$ cat config.mk
export PLATFORM = sky130hd
export DESIGN_NAME = load_store_unit
export DESIGN_NICKNAME = d
export VERILOG_FILES = /design/src/rtl/load_store_unit.sv
export SDC_FILE = /design/constraint.sdc
export NUM_CORES = 1
export LEC_CHECK = 0
export ABC_AREA = 1
export CAP_MARGIN = 0
export CORE_UTILIZATION = 40
export DETAILED_ROUTE_END_ITERATION = 8
export PLACE_DENSITY = 0.74
export REMOVE_ABC_BUFFERS = 1
export SLEW_MARGIN = 20
export SYNTH_ARGS = -nofsm -noshare
export SYNTH_HDL_FRONTEND = slang
export SYNTH_SLANG_ARGS = --single-unit
$ cat constraint.sdc
create_clock -name clk -period 4.5 [get_ports clk]
set_clock_uncertainty 0.05 [all_clocks]
set_input_delay 0.9 -clock clk [delete_from_list [all_inputs] [get_ports clk]]
set_output_delay 0.9 -clock clk [all_outputs]
set_load 0.03 [all_outputs]
$ cat src/rtl/load_store_unit.sv
// Data-memory access stage: turns FSM MEMREAD/MEMWRITE pulses into a held
// request/ready handshake with byte enables, lane-replicated stores and extended loads.
module load_store_unit #(
  parameter int TIMEOUT_CYCLES = 16,
  parameter int TIMEOUT_W      = 5
) (
  input  logic        clk,
  input  logic        reset,
  input  logic        read_en,
  input  logic        write_en,
  input  logic [31:0] addr,
  input  logic [2:0]  funct3,
  input  logic [31:0] store_data,
  output logic        mem_req,
  output logic        mem_we,
  output logic [31:0] mem_addr,
  output logic [3:0]  mem_be,
  output logic [31:0] mem_wdata,
  input  logic        mem_ready,
  input  logic [31:0] mem_rdata,
  output logic [31:0] load_data,
  output logic        busy,
  output logic        done,
  output logic        err
);

  typedef enum logic [1:0] {IDLE, ACCESS, DONE} state_e;

  localparam logic [TIMEOUT_W-1:0] TimeoutLast = TIMEOUT_W'(TIMEOUT_CYCLES - 1);

  state_e             state_q, state_d;
  logic [TIMEOUT_W-1:0] timeoutCnt_q, timeoutCnt_d;
  logic               err_q, err_d;
  logic               we_q;
  logic [31:0]        addr_q;
  logic [3:0]         be_q, be_d;
  logic [31:0]        wdata_q, wdata_d;
  logic [2:0]         f3_q;
  logic [1:0]         off_q;
  logic [31:0]        loadData_q, loadData_d;
  logic [31:0]        loadExt;
  logic [7:0]         byteSel;
  logic [15:0]        halfSel;
  logic               start, conflict, badF3, misaligned, startOk;

  assign start      = read_en | write_en;
  assign conflict   = read_en & write_en;
  assign badF3      = write_en ? (funct3 >= 3'd3)
                               : (funct3 == 3'b011 || funct3[2:1] == 2'b11);
  assign misaligned = (funct3[1:0] == 2'b01 && addr[0]) ||
                      (funct3[1:0] == 2'b10 && addr[1:0] != 2'b00);
  assign startOk    = start && !conflict && !badF3 && !misaligned;

  always_ff @(posedge clk or posedge reset) begin
    if (reset) begin
      state_q      <= IDLE;
      timeoutCnt_q <= '0;
      err_q        <= 1'b0;
      we_q         <= 1'b0;
      addr_q       <= '0;
      be_q         <= '0;
      wdata_q      <= '0;
      f3_q         <= '0;
      off_q        <= '0;
      loadData_q   <= '0;
    end else begin
      state_q      <= state_d;
      timeoutCnt_q <= timeoutCnt_d;
      err_q        <= err_d;
      loadData_q   <= loadData_d;
      if (state_q == IDLE && startOk) begin
        we_q    <= write_en;
        addr_q  <= {addr[31:2], 2'b00};
        be_q    <= be_d;
        wdata_q <= wdata_d;
        f3_q    <= funct3;
        off_q   <= addr[1:0];
      end
    end
  end

  always_comb begin
    state_d      = state_q;
    timeoutCnt_d = timeoutCnt_q;
    err_d        = 1'b0;
    loadData_d   = loadData_q;
    case (state_q)
      IDLE: begin
        if (start) begin
          if (startOk) begin
            state_d      = ACCESS;
            timeoutCnt_d = '0;
          end else begin
            err_d = 1'b1;
          end
        end
      end
      ACCESS: begin
        if (mem_ready) begin
          state_d = DONE;
          if (!we_q) loadData_d = loadExt;
        end else if (timeoutCnt_q == TimeoutLast) begin
          state_d = IDLE;
          err_d   = 1'b1;
        end else begin
          timeoutCnt_d = timeoutCnt_q + 1'b1;
        end
      end
      DONE:    state_d = IDLE;
      default: state_d = IDLE;
    endcase
  end

  // Store lanes come from the live inputs so they can be registered at the start edge.
  always_comb begin
    be_d    = 4'b1111;
    wdata_d = store_data;
    if (write_en) begin
      case (funct3)
        3'b000: begin
          be_d    = 4'b0001 << addr[1:0];
          wdata_d = {4{store_data[7:0]}};
        end
        3'b001: begin
          be_d    = addr[1] ? 4'b1100 : 4'b0011;
          wdata_d = {2{store_data[15:0]}};
        end
        default: begin
          be_d    = 4'b1111;
          wdata_d = store_data;
        end
      endcase
    end
  end

  always_comb begin
    byteSel = mem_rdata[{off_q, 3'b000} +: 8];
    halfSel = off_q[1] ? mem_rdata[31:16] : mem_rdata[15:0];
    case (f3_q)
      3'b000:  loadExt = {{24{byteSel[7]}}, byteSel};
      3'b001:  loadExt = {{16{halfSel[15]}}, halfSel};
      3'b100:  loadExt = {24'h0, byteSel};
      3'b101:  loadExt = {16'h0, halfSel};
      default: loadExt = mem_rdata;
    endcase
  end

  always_comb begin
    mem_req   = (state_q == ACCESS);
    busy      = (state_q == ACCESS);
    done      = (state_q == DONE);
    err       = err_q;
    mem_we    = we_q;
    mem_addr  = addr_q;
    mem_be    = be_q;
    mem_wdata = wdata_q;
    load_data = loadData_q;
  end

endmodule

# --- Yosys cells after proc, flatten, opt, wreduce, memory -nomap -nowiden ---
# Index checks and enable logic that the tools add are counted.
# Widths: inputs -> output; s select.
word_totals:
  ram_bits: 0
  elab_cells: 75
  reg_bits: 112
  mem_count: 0
  mem_bits_ro: 0
  out_inout_bits: 105
  in_bits: 104
  latchBits: 0
classes:
  reduce_logical: 19
  n_addsub: 1
  n_eq_ne: 16
  shift: 2
  n_mux: 23
  mul: 0
  div_mod_pow: 0
  n_lt_le_gt_ge: 1
  n_bitwise: 3
ops:
  columns: ["cell", "n"]
  rows:
  - ["$pmux 32 s4", 1]
  - ["$pmux 32 s2", 1]
  - ["$mux 32", 1]
  - ["$shiftx 32x6->8", 1]
  - ["$mux 5", 4]
  - ["$mux 16", 1]
  - ["$pmux 5 s2", 1]
  - ["$mux 2", 4]
  - ["$mux 4", 2]
  - ["$ne 2x2->1 const B", 4]
  - ["$pmux 4 s2", 1]
  - ["$eq 2x2->1 const B", 3]
  - ["$eq 3x1->1 const B", 2]
  - ["$eq 3x3->1 const B", 2]
  - ["$logic_and 1x1->1", 6]
  - ["$logic_not 3->1", 2]
  - ["$reduce_and 3->1", 2]
  - ["$add 5x1->5 const B", 1]
  - ["$eq 5x4->1 const B", 1]
  - ["$mux 1", 5]
  - ["$reduce_and 5->1", 1]
  - ["$eq 2x1->1 const B", 2]
  - ["$pmux 2 s2", 1]
  - ["$reduce_bool 2->1", 2]
  - ["other kinds (11)", 14]

# --- Longest topological paths before layout ---
logic_depth:
  depth_word: 9
  mapped_depth: 11
  mapped_depth_nobuf: 10

# --- Worst setup path before layout ---
# No wires, ideal clock.
synth_path:
  path_type: "input -> register"
  from: "in write_en"
  to: "reg wdata_q[26], in the netlist mem_wdata[26]"
  n_path_buf: 3
  arrival_ns: 2.136
  slack_ns: 2.191
  path_stages: 10
  setup_ns: 0.123
  required_ns: 4.327
  path_cell_list: "buf_2 inv_1 ha_1 nand2_1 nor2_4 nand2_2 buf_6 buf_6 nand2_1 nand2_1"
synth_via:
  elab_chain_len: 6
  elab_cells_between_ends: 10
  cone_classes: "mux: 2; bitwise: 2; reduce/logical: 6"
synth_rtl:
  columns: ["item", "line", "source"]
  rows:
  - ["start: declaration", "10", "input logic write_en,"]
  - ["$and 1x1->1", "47", "assign conflict = read_en & write_en;"]
  - ["$logic_not 1->1", "52", "assign startOk = start && !conflict && !badF3 && !misaligned;"]
  - ["$logic_and 1x1->1 (3 in series)", "52", null]
  - ["$logic_and 1x1->1", "71", "if (state_q == IDLE && startOk) begin"]
  - ["end signal: assignment", "75", "wdata_q <= wdata_d;"]
  - ["end: declaration", "37", "logic [31:0] wdata_q, wdata_d;"]
# Parallel ways exist; a longest one is shown, timed or not.
# A chain may end at the register's enable or synchronous reset.

# --- Final worst setup path ---
layout_path:
  from: "in write_en"
  to: "reg wdata_q[1], in the netlist mem_wdata[1]"
# The elaborated chain is that of the path after synthesis.

==> metrics list <==
* Number of H-tree levels: 3
- STA puts the critical path data required time at 4.68 ns.
- From synthesis to final layout, the design area changed by 41.5%.
* Violation count after the first detailed-route iteration: 444
- Peak supply drop: 401 uV
- Area share of the largest cell type after synthesis: ~50%
- STA classifies the critical path endpoint as a register.
- Setup violations remaining at the end of the flow were counted as 0.
- Post-route setup TNS: 0 ns
* Leakage: 4.17 nW
- Internal Dissipation: 2.66 mW
* Sw Ratio: 42.3%
* Detail Placement HPWL: 11700 um
* Total of hold buffers inserted after clock tree synthesis: 0
- The largest single stage delay on the critical path is 0.68 ns.
- At the pin with the least slew margin, the transition time is 0.842 ns.
- Number of nets in the finished design: 1093
- Beginning of the critical path: write_en
- For this run, design rule violations remaining after detail routing come to 0.
- IO Port Bufs: 206
* Crit share post-route: 64.1%
* Number of antenna violations at the first check in global routing: 1
- From left edge to right edge, the die measures 122 um.
- Clock tree from TritonCTS: built
- Share of final-layout standard cells stronger than drive strength 1: 3.94%
* Overall routing resource usage: between 20% and 30%
- The Yosys step of the flow raised 0 warnings.
- Relative contribution of combinational cells to total power: 49.4%
* Final RePlAce weighted congestion: ~0.83
- Synthesis produced 800 cells.
- In this run the tightest slew margin relative to its limit is a little over two fifths.
- Along the worst path, the maximum fanout reaches 70.
- 1st-pass router iterations: 5
- In this run the mean area of a mapped cell was 7.20 um2.
* Standard-cell row count: 43
- Diodes inserted: 0
* Area enclosed by the die boundary: 14900 um2
- Status: complete, no violations
* Slack of the worst reg-to-reg path: ~2.3 ns
- Data arrives at the worst endpoint at roughly 3 ns.
* Post-route minimum period: 2.89 ns
- The total overflow left after global routing is 0.
- Clock edge transition at the registers on the reported setup and hold paths: 0.07 ns
* Power consumption: 4.62 mW
- Library cell with the largest summed area after synthesis: dfrtp_1
- Once the floorplan was initialized, standard cells occupied between 40% and 50% of the core.
- Resize count post-CTS: 0
- Launching element type of the critical path: primary input
- The worst register-to-register path has a depth of 7.
- Cell Pwr Density: 566 nW/um2
* Clk_lat worst skew: 0.35 ns
- Once the clock tree was built, the setup fixing pass inserted 0 buffers.
- After synthesis, flip-flops and latches occupy 48.7% of the total area.
- Of the total power, the clock network draws 16.1%.
- Max clock buf depth: 2
- The share of total power dissipated in sequential elements is 34.5%.
- Pin count of the biggest net entering global routing: 71
- Flops & latches, synth: 112
* Switching power: just under 2 mW
- The final number of max-transition violations was 0.
* Wire length per cell: 13.8 um
- For this design the top-level I/O count stands at 209.
- Number of buffers added by the clock tree synthesis step: 9
- After synthesis, the netlist uses 25 different library cells.
* CTS Root Buffer Type: clkbuf_16
* Worst path buffer plus inverter count: 3
- The floorplan step set the die height to 122 um.
- Combined area of all synthesized cells: 5760 um2
* Detailed-route via count: 5572
* Final hold violations: 0
* Most common cell on crit path: nand2_1
* Floorplan Core Area: 14000 um2
- Top post-synthesis cells by area: dfrtp_1 49%, nand2_1 24%, inv_1 4.7%
* Antenna Nets Post-Route: 0
- The critical path runs through a total of 9 cells.
* # Max-Cap Violations: 0
- For this run, the top clock speed supported by timing is 346 MHz.
- Clock sink total: 112
* Top delay family on crit path: buffers and inverters
- Critical Path Sink: mem_wdata[1]$_DFFE_PP0P_
- Unrepaired setup endpoints after global routing: no
- The first global-routing pass estimated 26200 um of wire.
- Destination of the worst register-to-register timing path: load_data[11]$_DFFE_PP0P_
- The largest individual stage delay along the critical path comes from the cell clkdlybuf4s50_1.
* Number of global-route vias before repair: ~5300
- Vias per std cell: 4.76
- Class of the tightest hold or removal check: register to register
- The signal on the critical path passes through clkdlybuf4s50_1 > inv_1 > ha_1 > nand2_1 > nor2_4 > nand2_2 > buf_12 > nand2_1 > o21ai_0.
- The critical path is of the primary input to register type.
- In this run the critical register-to-register path is launched from off_q[1]$_DFFE_PP0P_.
* Final Routed Wirelength: between 15000 and 20000 um
-- flip-flops by register name, indices dropped and copies added (netlist names) --
name / flops
mem_addr: 30
mem_wdata: 32
mem_we: 1
timeoutCnt_q: 5
f3_q: 3
state_q: 2
mem_be: 4
err: 1
off_q: 2
load_data: 32
-- final cells by class --
cell class              count  area, um2
clock buffers              11        233
clock inverters             5       32.5
fillers                  1266       5840
inverters                  77        292
multi-input cells         571       2420
flip-flops and latches    112       2800
well taps                 180        225
repair buffers            215       2140
-- power groups by stage --
stage | logic [mW] | registers, mW | clock network (mW)
after floorplan | 0.619 | 2.26 | 0
after global placement | 2.26 | 1.61 | 0
after detailed placement | 2.29 | 1.60 | 0
after CTS | 2.29 | 1.60 | 0.762
after global routing | 2.46 | 1.64 | 0.801
final | 2.28 | 1.59 | 0.743
-- layout by cell type (no fill, tap or decap), drive strengths merged, types with 2 or more instances in the layout --
cell type      instances
nand3                 45
buf                    9
nor2                  41
ha                     3
inv                   78
clkdlybuf4s50        206
a21oi                 30
nor3                   2
or2                   16
clkbuf                11
nand4                 12
clkinv                 4
o21ai                 43
dfrtp                112
nand2                375
conb                   2
-- per-stage QoR --
stage	hold WS [ns]	area, um2	utilization (%)	setup WS, ns	std cells
finish	0.430	8150	58.3	1.61	1171
CTS	0.435	8150	58.3	1.62	1171
global route	0.453	8150	58.3	1.38	1171
detailed placement	0.415	7890	56.4	1.26	1155
floorplan	0.416	5520	-	0.591	760
global placement	0.412	7890	56.4	1.33	1155
-- synth_stat cells, drive strengths merged --
cell / n
a21oi: 30
nand3b: 1
o21ai: 43
nand3: 45
nand4: 12
buf: 31
conb: 1
nor2: 41
ha: 3
clkbuf: 10
a31oi: 1
or2: 16
dfrtp: 112
nor3: 2
nand2: 375
inv: 77
-- cells by family after synthesis --
group / count (synthesis) / share of synthesized area (%)
other cells: 1 / 0.0651
flops: 112 / 48.7
buf+inv: 118 / 9.32
compound gates: 74 / 6.45
fa+ha+maj: 3 / 0.652
simple gates: 492 / 34.8
-- worst min-delay path: stages (launching register included) --
cell and delay [ns]:
dfrtp_1 0.34, nand2_1 0.05, nand2_1 0.05
-- metal layers --
metal  vias to the layer above  GRT usage (%)  routed length, um
li1                       2820              -                  -
met1                      2536           29.6               7150
met2                       192           35.0               7290
met3                        22           7.49               1490
met4                         2           7.87                258
met5                         -              0                 12
-- worst min-delay path by stage --
stage                                  start                        to  slack [ns]  cells after the start
finish              load_data[9]$_DFFE_PP0P_  load_data[9]$_DFFE_PP0P_        0.43                      2
global route        mem_addr[14]$_DFFE_PP0P_  mem_addr[14]$_DFFE_PP0P_        0.45                      2
CTS                 mem_addr[14]$_DFFE_PP0P_  mem_addr[14]$_DFFE_PP0P_        0.43                      2
detailed placement  mem_addr[14]$_DFFE_PP0P_  mem_addr[14]$_DFFE_PP0P_        0.41                      2
global placement    mem_addr[21]$_DFFE_PP0P_  mem_addr[21]$_DFFE_PP0P_        0.41                      2
floorplan                f3_q[2]$_DFFE_PP0P_       f3_q[2]$_DFFE_PP0P_        0.42                      2
Note: power is estimated with default switching activity, not from simulation.
